`config.mk`:
```
export PLATFORM = sky130hd
export DESIGN_NAME = capt_byte_packer
export DESIGN_NICKNAME = d
export VERILOG_FILES = /design/src/rtl/capt_byte_packer_pkg.sv /design/src/rtl/capt_byte_packer.sv
export SDC_FILE = /design/constraint.sdc
export NUM_CORES = 1
export LEC_CHECK = 0
export CAP_MARGIN = 10
export CORE_UTILIZATION = 30
export DETAILED_ROUTE_END_ITERATION = 12
export HOLD_SLACK_MARGIN = 0.15
export PLACE_DENSITY = 0.51
export SYNTH_ARGS = -nofsm -noshare
export SYNTH_HDL_FRONTEND = slang
export SYNTH_SLANG_ARGS = --single-unit
```
`constraint.sdc`:
```
create_clock -name clk -period 2.7 [get_ports clk]
set_input_delay 0.54 -clock clk [delete_from_list [all_inputs] [get_ports clk]]
set_output_delay 0.54 -clock clk [all_outputs]
set_load 0.01 [all_outputs]
```
`src/rtl/capt_byte_packer_pkg.sv`:
```
// Shared definitions for the capture byte packer: FIFO word layout, sideband
// bit positions, state encoding and the lane assembly helper.
package capt_byte_packer_pkg;

    localparam int CAPT_DSIZE   = 36;
    localparam int CAPT_SB_RSVD = 32;
    localparam int CAPT_SB_EOL  = 33;
    localparam int CAPT_SB_SOF  = 34;
    localparam int CAPT_SB_EOF  = 35;

    typedef enum logic [1:0] {
        ST_IDLE     = 2'd0,
        ST_WAIT_SOF = 2'd1,
        ST_CAPTURE  = 2'd2,
        ST_DONE     = 2'd3
    } capt_state_t;

    // Lanes below k come from the stored lanes, lane k is the byte arriving
    // now, lanes above k are padding. A full word is simply the k == 3 case.
    function automatic logic [31:0] assemble_word(
        input logic [2:0][7:0] lanes,
        input logic [7:0]      cur,
        input logic [1:0]      k,
        input logic [7:0]      pad
    );
        logic [31:0] w;
        w = {4{pad}};
        for (int i = 0; i < 3; i++) begin
            if (i < int'(k)) begin
                w[8*i +: 8] = lanes[i];
            end
        end
        case (k)
            2'd0:    w[7:0]   = cur;
            2'd1:    w[15:8]  = cur;
            2'd2:    w[23:16] = cur;
            default: w[31:24] = cur;
        endcase
        return w;
    endfunction

endpackage

```
`src/rtl/capt_byte_packer.sv`:
```
// Gates one camera frame per arm command and packs its bytes four at a time
// into 36-bit FIFO words with SOF/EOL/EOF sideband and per-capture status.
module capt_byte_packer
    import capt_byte_packer_pkg::*;
#(
    parameter int          DSIZE    = CAPT_DSIZE,
    parameter logic [7:0]  PAD_BYTE = 8'h00,
    parameter int          CNT_W    = 24
) (
    input  logic             clk,
    input  logic             rst_n,
    input  logic             capt_start,
    input  logic             capt_abort,
    input  logic             in_vld,
    output logic             in_rdy,
    input  logic [7:0]       in_data,
    input  logic             in_sof,
    input  logic             in_eol,
    input  logic             in_eof,
    input  logic             cfifo_afull,
    output logic             cfifo_wr_en,
    output logic [DSIZE-1:0] cfifo_wr_data,
    output logic             capt_busy,
    output logic             capt_done,
    output logic             capt_err_sof,
    output logic [CNT_W-1:0] capt_word_cnt,
    output logic [1:0]       capt_pad_cnt
);

    capt_state_t       state_q, state_d;
    logic [1:0]        lane_cnt_q, lane_cnt_d;
    logic [2:0][7:0]   lanes_q, lanes_d;
    logic              word_sof_q, word_sof_d;
    logic              word_eol_q, word_eol_d;
    logic              wr_en_q, wr_en_d;
    logic [DSIZE-1:0]  wr_data_q, wr_data_d;
    logic              done_q, done_d;
    logic              err_sof_q, err_sof_d;
    logic [CNT_W-1:0]  word_cnt_q, word_cnt_d;
    logic [1:0]        pad_cnt_q, pad_cnt_d;

    logic              accepting;
    logic              beat;
    logic              emit;
    logic              emit_last;
    logic              sof_acc;
    logic              eol_acc;
    logic [31:0]       word_data;

    assign accepting = (state_q == ST_WAIT_SOF) || (state_q == ST_CAPTURE);
    assign in_rdy    = accepting && !cfifo_afull;
    assign beat      = in_vld && in_rdy;

    // lane_cnt_q is held at 0 outside CAPTURE, so the SOF beat lands in lane 0.
    assign word_data = assemble_word(lanes_q, in_data, lane_cnt_q, PAD_BYTE);
    assign sof_acc   = word_sof_q || (in_sof && (lane_cnt_q == 2'd0));
    assign eol_acc   = word_eol_q || in_eol;

    always_comb begin
        state_d    = state_q;
        lane_cnt_d = lane_cnt_q;
        lanes_d    = lanes_q;
        word_sof_d = word_sof_q;
        word_eol_d = word_eol_q;
        done_d     = done_q;
        err_sof_d  = err_sof_q;
        pad_cnt_d  = pad_cnt_q;
        emit       = 1'b0;
        emit_last  = 1'b0;

        case (state_q)
            ST_IDLE, ST_DONE: begin
                if (capt_start) begin
                    state_d    = ST_WAIT_SOF;
                    lane_cnt_d = 2'd0;
                    word_sof_d = 1'b0;
                    word_eol_d = 1'b0;
                    done_d     = 1'b0;
                    err_sof_d  = 1'b0;
                    pad_cnt_d  = 2'd0;
                end
            end

            ST_WAIT_SOF: begin
                if (capt_abort) begin
                    state_d = ST_IDLE;
                end else if (beat && in_sof) begin
                    if (in_eof) begin
                        emit      = 1'b1;
                        emit_last = 1'b1;
                        pad_cnt_d = 2'd3;
                        done_d    = 1'b1;
                        state_d   = ST_DONE;
                    end else begin
                        lanes_d[0] = in_data;
                        lane_cnt_d = 2'd1;
                        word_sof_d = 1'b1;
                        word_eol_d = in_eol;
                        state_d    = ST_CAPTURE;
                    end
                end
            end

            ST_CAPTURE: begin
                if (capt_abort) begin
                    state_d    = ST_IDLE;
                    lane_cnt_d = 2'd0;
                    word_sof_d = 1'b0;
                    word_eol_d = 1'b0;
                end else if (beat) begin
                    // A mid-frame SOF closes the frame just like an EOF, but flags an error.
                    if (in_sof || in_eof) begin
                        emit       = 1'b1;
                        emit_last  = 1'b1;
                        pad_cnt_d  = 2'd3 - lane_cnt_q;
                        err_sof_d  = err_sof_q || in_sof;
                        done_d     = 1'b1;
                        lane_cnt_d = 2'd0;
                        word_sof_d = 1'b0;
                        word_eol_d = 1'b0;
                        state_d    = ST_DONE;
                    end else if (lane_cnt_q == 2'd3) begin
                        emit       = 1'b1;
                        lane_cnt_d = 2'd0;
                        word_sof_d = 1'b0;
                        word_eol_d = 1'b0;
                    end else begin
                        case (lane_cnt_q)
                            2'd0:    lanes_d[0] = in_data;
                            2'd1:    lanes_d[1] = in_data;
                            default: lanes_d[2] = in_data;
                        endcase
                        lane_cnt_d = lane_cnt_q + 2'd1;
                        word_eol_d = eol_acc;
                    end
                end
            end

            default: begin
                state_d = ST_IDLE;
            end
        endcase
    end

    always_comb begin
        wr_en_d    = emit;
        wr_data_d  = wr_data_q;
        word_cnt_d = word_cnt_q;
        if ((state_q == ST_IDLE || state_q == ST_DONE) && capt_start) begin
            word_cnt_d = '0;
        end
        if (emit) begin
            wr_data_d                = '0;
            wr_data_d[31:0]          = word_data;
            wr_data_d[CAPT_SB_RSVD]  = 1'b0;
            wr_data_d[CAPT_SB_EOL]   = eol_acc;
            wr_data_d[CAPT_SB_SOF]   = sof_acc;
            wr_data_d[CAPT_SB_EOF]   = emit_last;
            if (word_cnt_q != {CNT_W{1'b1}}) begin
                word_cnt_d = word_cnt_q + {{(CNT_W-1){1'b0}}, 1'b1};
            end
        end
    end

    always_ff @(posedge clk or negedge rst_n) begin
        if (!rst_n) begin
            state_q    <= ST_IDLE;
            lane_cnt_q <= 2'd0;
            lanes_q    <= '0;
            word_sof_q <= 1'b0;
            word_eol_q <= 1'b0;
            wr_en_q    <= 1'b0;
            wr_data_q  <= '0;
            done_q     <= 1'b0;
            err_sof_q  <= 1'b0;
            word_cnt_q <= '0;
            pad_cnt_q  <= 2'd0;
        end else begin
            state_q    <= state_d;
            lane_cnt_q <= lane_cnt_d;
            lanes_q    <= lanes_d;
            word_sof_q <= word_sof_d;
            word_eol_q <= word_eol_d;
            wr_en_q    <= wr_en_d;
            wr_data_q  <= wr_data_d;
            done_q     <= done_d;
            err_sof_q  <= err_sof_d;
            word_cnt_q <= word_cnt_d;
            pad_cnt_q  <= pad_cnt_d;
        end
    end

    assign cfifo_wr_en   = wr_en_q;
    assign cfifo_wr_data = wr_data_q;
    assign capt_busy     = accepting;
    assign capt_done     = done_q;
    assign capt_err_sof  = err_sof_q;
    assign capt_word_cnt = word_cnt_q;
    assign capt_pad_cnt  = pad_cnt_q;

endmodule

```
==> results.md, run 1 <==
* Status: completed
* Fmax at slightly below 0.4 GHz
* Port Buffers at 82
* #FFs+latches synth at between 90 and 100
* Crit path kind: reg -> out
* CTS root buf: clkbuf_16
* Cell Rows at 45
* # resized after CTS at 0
* Dominant cell type by area after synthesis: dfrtp_1
* Pin count of the biggest net entering global routing at 48
* Largest family of logic cells by synthesized area: simple AND/OR/NAND/NOR gates
* Req. time, crit path at around 2.2 ns
* Fin worst setup slack at approximately 0.15 ns
* Cell Pwr Density at roughly 690 nW/um^2
* Cell count after synthesis at roughly 470
* Slew Limit Fails at 0
* Die W at around 130 microns
* Total power at between 4 and 5 mW
* Post-layout net count at between 500 and 600
* Wirelength, routed at around 12000 microns
* # setup viols final at 0
* Xor/xnor share of the synthesized area at less than 1%
* Share of flip-flops with an asynchronous set or reset at 100.0%
* Post-route clock skew at ~0.0074 ns
* Critical R2R Launch: state_q[0]
* Leakage at between 2 and 3 nW
* Sequential share of the synthesized area at 50.05%
* Startpoint type of the worst setup path: register
* Min Tclk post-route at 2.547 ns
* Remaining DRCs at 0
* Yosys Warn Count at 0
* Layout area overhead at 30.48%
* RSZ-0062 raised after global routing: no
* First-pass GRT wire length at around 20000 microns
* Antenna diodes at 0
* Clock latency on the worst-skew pair at approximately 0.35 ns
* TritonCTS Sinks at 94
* Drt wl/cell at 15.92 microns
* Setup Total Neg Slack at 0 ns
* Max-slew headroom at between 50% and 60%
* Final hold viol count at 0
* # hold bufs at CTS at 0
* Layout cells sized above 1 at around 14%
* Total grt overflow at 0
* Placed instance count at between 700 and 800
* CORE AREA at approximately 15000 sq um
* CTS clk-pin slew, worst paths at roughly 0.070 ns
* Post-CTS setup buffer count at 0
* CTS tree: yes
* GRT Total Usage at 16.13%
* Vias per Instance at roughly 5.1
* Syn avg cell area at approximately 10 sq um
* Worst vdd ir at between 0.0003 and 0.0004 V
* Initial antenna violation count at 0
* CP endpoint kind: output pin
* Mapped Area at about 4700 sq um
* Full die area at 16170 sq um
* Fin cells at 773
* Area share of fa/ha/maj cells after synthesis at between 2 and 2.5%
* Synth top area cells: dfrtp_1 (50%), mux2_2 (6.7%), nand2_1 (5.3%), o21ai_0 (3.4%), nor2_1 (3.3%)
* Crit path max fanout at 11
* Htree depth at 3
* Slew @ Worst Pin at roughly 0.66 ns
* Vias at around 4000
* Proportion of synthesized area in mux cells at ~9%
* Placement Setup Slack at 0.1199 ns
* Ratio of final minimum period to clock period at between 90 and 100%
* Main flop type after synthesis: dfrtp_1
* I/O Pins at 84
* Post-synth net total at approximately 500
* Detailed Route Iter0 Violations at about 350
* Worst R2R Path Depth at 7
* Initial core utilization at 30.80%
* Worst r2r dst: lanes_q[5]
* Num CTS Buffers at 9
* CP arrival at 2.01 ns
* Synth top area share at 50.05%
* Detail Route Antenna Nets at 0
* EDFF count, synth at 0
* Max-Cap Viols at 0
* Vias in the first global route at about 3900
* Compound-Gate Fraction of Synth Area at between 10 and 15%
* Drt first pass iters at 5
* Die Y at approximately 130 microns
* CTS max path bufs at 2
* RD Place Congestion at 0.8824
* Post-synthesis simple-gate area fraction at between 10% and 20%
* Cell variety after synth at 60
* R2R Setup Slk at approximately 0.24 ns
* Worst hold-check path type: in -> async
* HPWL Detailed at between 8000 and 9000 microns
==> worst max-delay path by stage <==
stage                  end  cells after the start  slack, ns       start
2_1_floorplan   lanes_q[2]                      8       0.40  state_q[0]
3_3_place_gp    lanes_q[5]                      6       0.16      in_sof
3_5_place_dp   lanes_q[16]                      4       0.12  capt_abort
4_1_cts          capt_busy                      4       0.15  state_q[0]
5_1_grt             in_rdy                      4       0.05  state_q[0]
6_report         capt_busy                      4       0.15  state_q[0]
==> metrics by stage <==
step | area (sq um) | utilization (%) | hold slack (ns)
final | 6132 | 40.19 | 0.1974
after floorplan | 4700 | - | 0.2444
after CTS | 6132 | 40.19 | 0.2287
after global routing | 6132 | 40.19 | 0.2603
after global placement | 5842 | 38.29 | 0.4603
after detailed placement | 5842 | 38.29 | 0.4636
==> where the power goes <==
part / total (mW) / switching, mW / internal, mW
combinational: 1.22 / 0.622 / 0.600
clock: 1.27 / 0.603 / 0.667
sequential: 1.73 / 0.121 / 1.61
total: 4.22 / 1.35 / 2.88
==> cell type report <==
cell class              instances  area [sq um]
flip-flops and latches         94          2352
fillers                      1481          9126
clock buffers                  10         239.0
clock inverters                 6         51.30
multi-input cells             337          2167
well taps                     211         264.0
repair buffers                103          1013
inverters                      12         45.04
==> sequential cells by signal, summed over array words and instances, names as in the netlist <==
register,cells
cfifo_wr_data,35
capt_word_cnt,24
lanes_q,24
capt_pad_cnt,2
lane_cnt_q,2
state_q,2
capt_done,1
capt_err_sof,1
cfifo_wr_en,1
word_eol_q,1
word_sof_q,1
==> critical path, cell delays in order, from the launching register on <==
cell and delay [ns]:
dfrtp_1 0.36, inv_1 0.06, ha_1 0.44, inv_1 0.22, clkdlybuf4s50_1 0.57
==> synth_stat cells, drive strengths merged (6+ instances only) <==
master	count
dfrtp	94
nand2	66
nor2	42
o21ai	33
mux2	30
nand3	19
a21oi	18
clkbuf	17
inv	12
buf	11
nor4	11
a221o	10
nor3	10
ha	9
mux2i	8
a221oi	7
nand4	7
a21o	6
==> layout by cell type, fill, tap and decap left out, drive strengths merged, types with 3 or more instances in the layout <==
| cell type | instances |
|---|---|
| mux2i | 8 |
| nor3 | 10 |
| nand2b | 4 |
| o21ai | 33 |
| a21boi | 3 |
| a211oi | 4 |
| and2 | 5 |
| and3 | 3 |
| a21o | 6 |
| nor4 | 11 |
| a221oi | 7 |
| or3 | 3 |
| nand3 | 19 |
| nand4 | 7 |
| a221o | 10 |
| or4 | 5 |
| a21oi | 18 |
| and4 | 4 |
| clkdlybuf4s50 | 81 |
| nand2 | 66 |
| nor2 | 42 |
| clkbuf | 10 |
| inv | 16 |
| buf | 22 |
| mux2 | 30 |
| ha | 9 |
| dfrtp | 94 |
| nor3b | 3 |
==> kinds of logic (layout without fill, tap and decap cells) <==
logic type	Yosys count	count (layout)
xor+xnor	2	2
compound gates	100	100
buf+inv	40	131
fa+ha+maj	9	9
simple gates	187	187
other cells	1	1
flops	94	94
mux	38	38
==> routing by layer <==
layer	up-vias	wire length (microns)	track usage, %
li1	1870	-	-
met1	1953	5716	21.65
met2	92	5950	26.21
met3	17	421	2.722
met4	0	221	5.882
met5	-	0	0
Power figures use the tool's default switching activity.
==> inputs of run 2 (changes only) <==
--- a/config.mk
+++ b/config.mk
@@ -10,6 +10,7 @@
 export DETAILED_ROUTE_END_ITERATION = 12
 export HOLD_SLACK_MARGIN = 0.15
 export PLACE_DENSITY = 0.51
+export SETUP_SLACK_MARGIN = 0.15
 export SYNTH_ARGS = -nofsm -noshare
 export SYNTH_HDL_FRONTEND = slang
 export SYNTH_SLANG_ARGS = --single-unit
==> results.md, run 2 (synthesis gave the netlist of run 1 again) <==
* Drt wl/cell at ~16 microns
* First-pass GRT wire length at between 20000 and 25000 microns
* Fin cells at slightly below 800
* RSZ-0062 raised after global routing: no
* Layout cells sized above 1 at roughly 14%
* Req. time, crit path at around 2.2 ns
* Worst vdd ir at between 0.0003 and 0.0004 V
* CP arrival at between 1.5 and 2 ns
* Pin count of the biggest net entering global routing at between 40 and 50
* CTS max path bufs at 2
* Layout area overhead at 30.70%
* CTS root buf: clkbuf_16
* Hold WS at between 0.2 and 0.25 ns
* Sequential power share at 41.0%
* Beginning of the critical path: state_q[0]
* Startpoint type of the worst setup path: register
* I/O Pins at 84
* RD Place Congestion at a little under 0.9
* Clock Power Share at 30.0%
* Clock latency on the worst-skew pair at about 0.35 ns
* Num CTS Buffers at 9
* Fmax at ~0.41 GHz
* Fillcell total at 1480
* Initial antenna violation count at 0
* Cell Rows at 45
* Post-route clock skew at about 0.0062 ns
* Commonest non-fill, non-tap cell in the layout: dfrtp_1
* Detailed Route Iter0 Violations at 332
* P_sw at roughly 1.3 mW
* Full die area at between 15000 and 20000 sq um
* Total power at 4.228 mW
* Initial core utilization at 30.80%
* Detail Route Antenna Nets at 0
* Fin worst setup slack at roughly 0.24 ns
* Final hold viol count at 0
* CTS clk-pin slew, worst paths at ~0.070 ns
* Gate power share at a little under 30%
* Worst R2R Path Depth at 7
* Vias per Instance at 5.092
* Crit path kind: reg -> out
* Die Y at around 130 microns
* Remaining DRCs at 0
* CTS tree: yes
* Status: completed
* CP endpoint kind: output pin
* Max-slew headroom at 55.15%
* Crit path max fanout at 11
* HPWL Detailed at 8840 microns
* Critical R2R Launch: state_q[0]
* Htree depth at 3
* Die W at around 130 microns
* CORE AREA at 15260 sq um
* GRT Total Usage at between 10% and 20%
* Max-Cap Viols at 0
* Placement Setup Slack at ~0.12 ns
* TritonCTS Sinks at 94
* Min Tclk post-route at roughly 2.5 ns
* Placed instance count at 757
* Port Buffers at 82
* Wirelength, routed at approximately 12000 microns
* Vias in the first global route at 3867
* Worst hold-check path type: in -> async
* Slew Limit Fails at 0
* Total grt overflow at 0
* Ratio of final minimum period to clock period at between 90% and 100%
* Slew @ Worst Pin at approximately 0.67 ns
* Vias at between 3000 and 4000
* Drt first pass iters at 4
* Cell Pwr Density at 688.4 nW/um^2
* # setup viols final at 0
* Antenna diodes at 0
* Most frequent cells in the layout: dfrtp_1 (94), clkdlybuf4s50_1 (81), nand2_1 (66)
* Pint at around 2.9 mW
* Post-layout net count at ~580
* Setup Total Neg Slack at 0 ns
* Sw Ratio at between 30% and 40%
* Max reg flops at 35
* Leakage at 2.740 nW
## run 2: cell count changes in the layout (fill, tap and decap cells not counted)
cell | previous run | this run
ha_1 | 9 | 8
buf_4 | 19 | 20
ha_2 | 0 | 1
## run 2: timing repair
item | 4_1_cts | 5_1_grt
hold buffers | 0 | 0
gates resized for setup | 1 | 0
setup endpoints to repair | 1 | 2
pin swaps | 0 | 1
setup buffers | 0 | 1
## run 2: critical path: stages (launching register included)
cell and delay (ns):
dfrtp_1 0.39, inv_1 0.08, ha_2 0.35, inv_1 0.19
clkdlybuf4s50_1 0.57
## run 2: metrics by stage
step | cell area (sq um) | utilization [%]
after floorplan | 4700 | -
after global placement | 5842 | 38.29
after detailed placement | 5842 | 38.29
after CTS | 6135 | 40.21
after global routing | 6142 | 40.25
final | 6142 | 40.25
## run 2: area by class of cell
| cell class | instances | area, sq um | share of cell area [%] |
|---|---|---|---|
| timing repair buffer | 104 | 1021 | 16.62 |
| inverter | 12 | 45.04 | 0.7333 |
| clock buffer | 10 | 239.0 | 3.891 |
| clock inverter | 6 | 51.30 | 0.8352 |
| sequential | 94 | 2352 | 38.30 |
| tap | 211 | 264.0 | 4.298 |
| multi-input combinational | 337 | 2170 | 35.32 |
## run 2: power groups by stage
stage | Clock, mW | Sequential, mW | Combinational (mW)
detailed placement | 0 | 1.76 | 1.23
global route | 1.37 | 1.76 | 1.36
finish | 1.27 | 1.73 | 1.23
global placement | 0 | 1.75 | 1.22
floorplan | 0 | 1.80 | 0.568
CTS | 1.30 | 1.74 | 1.24
## run 2: routing by layer
layer | up-vias | part of all wire, % | GRT usage, %
met3 | 17 | 3.7 | 2.722
met2 | 111 | 48 | 26.18
met1 | 1942 | 46 | 21.52
met4 | 0 | 1.8 | 5.952
li1 | 1871 | - | -
met5 | - | 0 | 0
## run 2: path summary, 6_finish.rpt
path                                          end  slack (ns)
worst max-delay path                    capt_busy        0.24
worst min-delay path            capt_word_cnt[18]        0.20
worst max register to register         lanes_q[5]        0.34
worst min register to register  cfifo_wr_data[33]        0.47
max in group asynchronous              lanes_q[2]        1.81
min in group clk                cfifo_wr_data[33]        0.47
